===== src/rtl/mem_request_ctrl_pkg.sv =====
// mem_request_ctrl_pkg
//   Shared definitions for the main_memory initiator controller:
//   memory word geometry, the default access latency and the FSM state type.
package mem_request_ctrl_pkg;

   // One memory access covers four consecutive byte entries.
   localparam int MEM_DATA_SIZE   = 8;
   localparam int MEM_DATA_WIDTH  = 4 * MEM_DATA_SIZE;
   localparam int MEM_LATENCY_DEF = 5;

   typedef enum logic [1:0] {
      MRC_IDLE = 2'd0,
      MRC_WAIT = 2'd1,
      MRC_RESP = 2'd2
   } mrc_state_e;

endpackage


===== src/rtl/mem_request_ctrl.sv =====
// mem_request_ctrl
//   Initiator-side controller in front of the combinational main_memory array.
//   Accepts one load/store at a time, holds it on the memory bus for
//   MEM_LATENCY cycles, then returns a one-cycle response pulse.
//
// Ports
//   clk               rising-edge clock
//   reset             asynchronous, active-low reset
//   req_valid/ready   request handshake (ready is registered)
//   req_write         1 = store, 0 = load
//   req_addr          byte address (bits [1:0] ignored)
//   req_wdata         store data
//   rsp_valid         one-cycle completion pulse
//   rsp_write         write flag of the completing request
//   rsp_rdata         load data, held across store responses
//   busy              controller not in IDLE
//   mem_addr, mem_data_to_write, mem_wrt_en   to main_memory
//   mem_data_to_read  from main_memory
module mem_request_ctrl
   import mem_request_ctrl_pkg::*;
#(
   parameter int ADDR_WIDTH  = 32,
   parameter int DATA_WIDTH  = MEM_DATA_WIDTH,
   parameter int MEM_LATENCY = MEM_LATENCY_DEF
) (
   input  logic                  clk,
   input  logic                  reset,
   input  logic                  req_valid,
   output logic                  req_ready,
   input  logic                  req_write,
   input  logic [ADDR_WIDTH-1:0] req_addr,
   input  logic [DATA_WIDTH-1:0] req_wdata,
   output logic                  rsp_valid,
   output logic                  rsp_write,
   output logic [DATA_WIDTH-1:0] rsp_rdata,
   output logic                  busy,
   output logic [ADDR_WIDTH-1:0] mem_addr,
   output logic [DATA_WIDTH-1:0] mem_data_to_write,
   output logic                  mem_wrt_en,
   input  logic [DATA_WIDTH-1:0] mem_data_to_read
);

   localparam logic [7:0] LAT_M1 = 8'(MEM_LATENCY - 1);

   mrc_state_e            state_q, state_d;
   logic [7:0]            cnt_q, cnt_d;
   logic                  wr_q, wr_d;
   logic                  ready_d, rv_d, rw_d, busy_d, we_d;
   logic [DATA_WIDTH-1:0] rd_d, wd_d;
   logic [ADDR_WIDTH-1:0] addr_d;

   // Every output is registered, so the next-state logic computes the value
   // each output takes in the cycle after the edge.
   always_comb begin
      state_d = state_q;
      cnt_d   = cnt_q;
      wr_d    = wr_q;
      ready_d = 1'b0;
      rv_d    = 1'b0;
      rw_d    = rsp_write;
      rd_d    = rsp_rdata;
      busy_d  = 1'b1;
      addr_d  = mem_addr;
      wd_d    = mem_data_to_write;
      we_d    = 1'b0;
      case (state_q)
         MRC_IDLE: begin
            ready_d = 1'b1;
            busy_d  = 1'b0;
            addr_d  = '0;
            wd_d    = '0;
            if (req_valid && req_ready) begin
               state_d = MRC_WAIT;
               cnt_d   = LAT_M1;
               wr_d    = req_write;
               ready_d = 1'b0;
               busy_d  = 1'b1;
               addr_d  = {req_addr[ADDR_WIDTH-1:2], 2'b00};
               wd_d    = req_wdata;
               // With a one-cycle latency the first WAIT cycle is also the last.
               we_d    = req_write && (MEM_LATENCY == 1);
            end
         end
         MRC_WAIT: begin
            if (cnt_q == 8'd0) begin
               state_d = MRC_RESP;
               rv_d    = 1'b1;
               rw_d    = wr_q;
               if (!wr_q)
                  rd_d = mem_data_to_read;
               addr_d  = '0;
               wd_d    = '0;
            end else begin
               cnt_d = cnt_q - 8'd1;
               // Pulse the write enable into the cycle where the counter hits 0.
               we_d  = wr_q && (cnt_q == 8'd1);
            end
         end
         MRC_RESP: begin
            state_d = MRC_IDLE;
            ready_d = 1'b1;
            busy_d  = 1'b0;
            addr_d  = '0;
            wd_d    = '0;
         end
         default: begin
            state_d = MRC_IDLE;
            ready_d = 1'b1;
            busy_d  = 1'b0;
            addr_d  = '0;
            wd_d    = '0;
         end
      endcase
   end

   always_ff @(posedge clk or negedge reset) begin
      if (!reset) begin
         state_q           <= MRC_IDLE;
         cnt_q             <= '0;
         wr_q              <= 1'b0;
         req_ready         <= 1'b0;
         rsp_valid         <= 1'b0;
         rsp_write         <= 1'b0;
         rsp_rdata         <= '0;
         busy              <= 1'b0;
         mem_addr          <= '0;
         mem_data_to_write <= '0;
         mem_wrt_en        <= 1'b0;
      end else begin
         state_q           <= state_d;
         cnt_q             <= cnt_d;
         wr_q              <= wr_d;
         req_ready         <= ready_d;
         rsp_valid         <= rv_d;
         rsp_write         <= rw_d;
         rsp_rdata         <= rd_d;
         busy              <= busy_d;
         mem_addr          <= addr_d;
         mem_data_to_write <= wd_d;
         mem_wrt_en        <= we_d;
      end
   end

endmodule


===== config.mk =====
export PLATFORM = sky130hd
export DESIGN_NAME = mem_request_ctrl
export DESIGN_NICKNAME = d
export VERILOG_FILES = /design/src/rtl/mem_request_ctrl_pkg.sv /design/src/rtl/mem_request_ctrl.sv
export SDC_FILE = /design/constraint.sdc
export NUM_CORES = 1
export LEC_CHECK = 0
export BUFFER_PORTS_ARGS = -buffer_cell sky130_fd_sc_hd__buf_2
export CAP_MARGIN = 20
export CORE_ASPECT_RATIO = 1.4
export CORE_UTILIZATION = 40
export DETAILED_ROUTE_END_ITERATION = 8
export HOLD_SLACK_MARGIN = 0.02
export PLACE_DENSITY = 0.7
export SETUP_SLACK_MARGIN = 0.05
export SLEW_MARGIN = 30
export SYNTH_ARGS = -nofsm -noshare
export SYNTH_HDL_FRONTEND = slang
export SYNTH_SLANG_ARGS = --single-unit
export TNS_END_PERCENT = 20

===== constraint.sdc =====
create_clock -name clk -period 2.25 [get_ports clk]
set_input_delay 0.1125 -clock clk [delete_from_list [all_inputs] [get_ports clk]]
set_output_delay 0.1125 -clock clk [all_outputs]
set_load 0.03 [all_outputs]

==> flow_metrics.py <==
metrics = {
    "power": {
        "p_int_uw": 5030,
        "p_sw_uw": 3560,
        "switching_share_pct": 41.4,
        "power_density_mw_per_mm2": 1280,
        "total_power_uw": 8590,
        "vdd_drop_max_v": 0.000557,
        "comb_power_share_pct": 45.1,
        "power_leakage_uw": 0.00356,
        "p_clk_share_pct": 18.4,
        "seqPwrFrac_pct": 36.5,
    },
    "timing": {
        "setup_viol": 0,
        "slew_viol_final": 0,
        "fin_skew_ns": 0.0111,
        "hold_violations": 0,
        "fin_crit_sh_pct": 91.2,
        "slew_headroom_pct": 55.3,
        "period_needed_ns": 2.05,
        "tns_ns": 0,
        "fmax_ghz": 0.487,
        "rsz0062_at_grt": "false",
        "worst_pin_slew_ns": 0.671,
    },
    "setup_path": {
        "cp.required_ns": 2.48,
        "end_kind": "flip-flop",
        "reg2reg_to": "rsp_rdata[31]",
        "ff2ff_setup_slack_ns": 0.20,
        "r2r_cells": 4,
        "r2r-start": "cnt_q[2]",
        "arrival_ns": 2.28,
        "path_max_fanout": 32,
        "start_kind": "flip-flop",
        "path_class": "flip-flop to flip-flop",
    },
    "yosys": {
        "async_flop_share_pct": 100,
        "syn_avg_cell_area_um2": 15.4,
        "synth_ff_type": "dfrtp_1",
        "yosysTopAreaCellShare_pct": 63.8,
        "synth_top_area_cell": "dfrtp_1",
        "synth_edf_count": 0,
        "syn-cell-area_mm2": 0.00432,
        "ys_seq_area_share_pct": 63.8,
        "yosys-top-cells-area": "dfrtp_1 (64%), a22o_1 (13%), mux2_4 (10%), buf_12 (1.4%), mux2i_1 (1.2%)",
        "yosys_warnings": 0,
        "yosysUniqueCellTypes": 36,
        "synth-seq-cells": 110,
        "syn_inst": 280,
    },
    "route": {
        "vias_per_cell": 4.99,
        "drt_wl_total_mm": 11.9,
        "route.detailed.drc": 0,
        "ant_nets": 0,
        "wl_per_cell_um": 16.7,
        "first_pass_iters": 4,
        "vias": 3556,
        "drt-initial-drc-count": 150,
    },
    "die": {
        "die_area_mm2": 0.0112,
        "rows": 44,
        "core-area_mm2": 0.0105,
        "die_h_um": 125,
        "ioPinCount": 201,
        "chipWidth_um": 89.8,
        "initial_core_util_pct": 41.3,
    },
    "cts": {
        "clkSinkCount": 110,
        "post_cts_resized": 0,
        "cts_tree": "done",
        "cts-root-buf": "clkbuf_16",
        "htreeDepth": 3,
        "clk_latency_ns": 0.34,
        "path_clk_slew_ns": 0.07,
        "cts_made_buffers": 9,
        "cts.path.max_buffers": 2,
    },
    "global_route": {
        "grt_pass1_wl_mm": 19.1,
        "grt_pass1_vias": 3766,
        "grt_usage_pct": 21.6,
        "antenna_found_initial": 0,
        "busiest_layer": "met2",
        "gr-total-overflow": 0,
        "use_met2_pct": 38.6,
        "met1_usage_pct": 24.1,
        "grt_max_degree": 66,
        "grtUsageMet3_pct": 4.88,
    },
    "place": {
        "dp_hpwl_mm": 7.06,
        "gp_congestion": 0.811,
        "io_buffers": 196,
    },
    "final_layout": {
        "syn_to_final_growth_pct": 55.4,
        "final_cell_mix": "buf_2 (195), dfrtp_1 (110), dlygate4sd3_1 (95)",
        "insertedDiodeCount": 0,
        "fin_nets": 673,
        "num-fill-cells": 754,
        "final_common_cell": "buf_2",
        "drive_above_1_share_pct": 45.2,
    },
    "run": {
        "cap_violations": 0,
    },
    "min_path": {
        "holdPathStages": 2,
        "hp-class": "input port to flip-flop",
        "holdPathEnd": "mem_data_to_write[26]",
        "min_from": "req_wdata[26]",
    },
    "run_status": {
        "status": "complete, no violations",
    },
}
[timing repair]
action	CTS	global route
endpoints found under the hold margin	144	0
buffers inserted	0	0
hold buffers	95	0
[worst max-delay path: stages (launching register included)]
cell and delay, ns:
dfrtp_1 0.48, nor4b_2 0.50, and4b_2 0.32, buf_12 0.25, mux2_2 0.37
[sequential cells by signal, indices dropped and copies added (netlist names), 2 cells and up]
name	flops
mem_data_to_write	32
rsp_rdata	32
mem_addr	30
cnt_q	8
state_q	2
[synth_stat cells, types with 2 or more instances]
cell type,instances
inv_1,5
nand2_1,7
clkbuf_1,8
o21ai_0,2
a22o_1,62
buf_4,2
mux2_4,30
a311oi_1,2
mux2i_1,5
buf_2,6
nor3_1,2
a21oi_1,3
and3_1,2
buf_6,2
buf_12,3
nor2_1,4
dfrtp_1,110
mux2_2,4
or4_1,2
ha_1,3
[worst max path at each step]
stage / start / endpoint / slack, ns / depth (start not counted)
after global placement: cnt_q[2] / rsp_rdata[31] / 0.31 / 4
after global routing: cnt_q[2] / rsp_rdata[31] / 0.13 / 4
final: cnt_q[2] / rsp_rdata[31] / 0.20 / 4
after detailed placement: cnt_q[2] / rsp_rdata[31] / 0.28 / 4
after floorplan: cnt_q[0] / rsp_rdata[0] / 0.38 / 7
after CTS: cnt_q[2] / rsp_rdata[31] / 0.21 / 4
[power by group through the flow]
stage,Clock [uW],Combinational [uW],Sequential [uW]
floorplan,0,1370,4320
global route,1690,4100,3220
detailed placement,0,3720,3140
global placement,0,3650,3110
CTS,1620,3860,3120
finish,1580,3880,3130
[stage by stage]
step                      instances  cell area (um^2)  setup slack, ns  hold slack (ns)  util [%]
after CTS                       713              6710            0.214           0.0219      64.1
after floorplan                 281              4320            0.381           -0.183         -
after global routing            713              6710            0.125           0.0385      64.1
after detailed placement        602              5460            0.277            0.196      52.2
after global placement          602              5460            0.314            0.180      52.2
final                           713              6710            0.198           0.0407      64.1
[logic make-up (layout without fill, tap and decap cells)]
logic type                 count (synthesis)  in the layout  synth area share (%)
AOI/OAI and AO/OA                         72             72                  14.2
adders and majority gates                  3              3                 0.870
buffers and inverters                     27            321                  4.17
DFF                                      110            110                  63.8
muxes                                     39             39                  12.6
other                                      1              2                0.0869
and+or+nand+nor                           28             28                  4.23
[area by class of cell]
type / count / area [um^2] / area share (%)
Sequential cell: 110 / 2750 / 41.0
Timing Repair Buffer: 300 / 2050 / 30.6
Tap cell: 138 / 173 / 2.57
Clock inverter: 6 / 70.1 / 1.04
Multi-Input combinational cell: 144 / 1410 / 21.0
Inverter: 5 / 18.8 / 0.280
Clock buffer: 10 / 229 / 3.41
[layer usage]
metal | wire length (um) | vias up
met5 | 0 | -
met4 | 468 | 0
met2 | 6430 | 142
met3 | 582 | 36
li1 | - | 1613
met1 | 4430 | 1765
(Power assumes the default switching activity.)
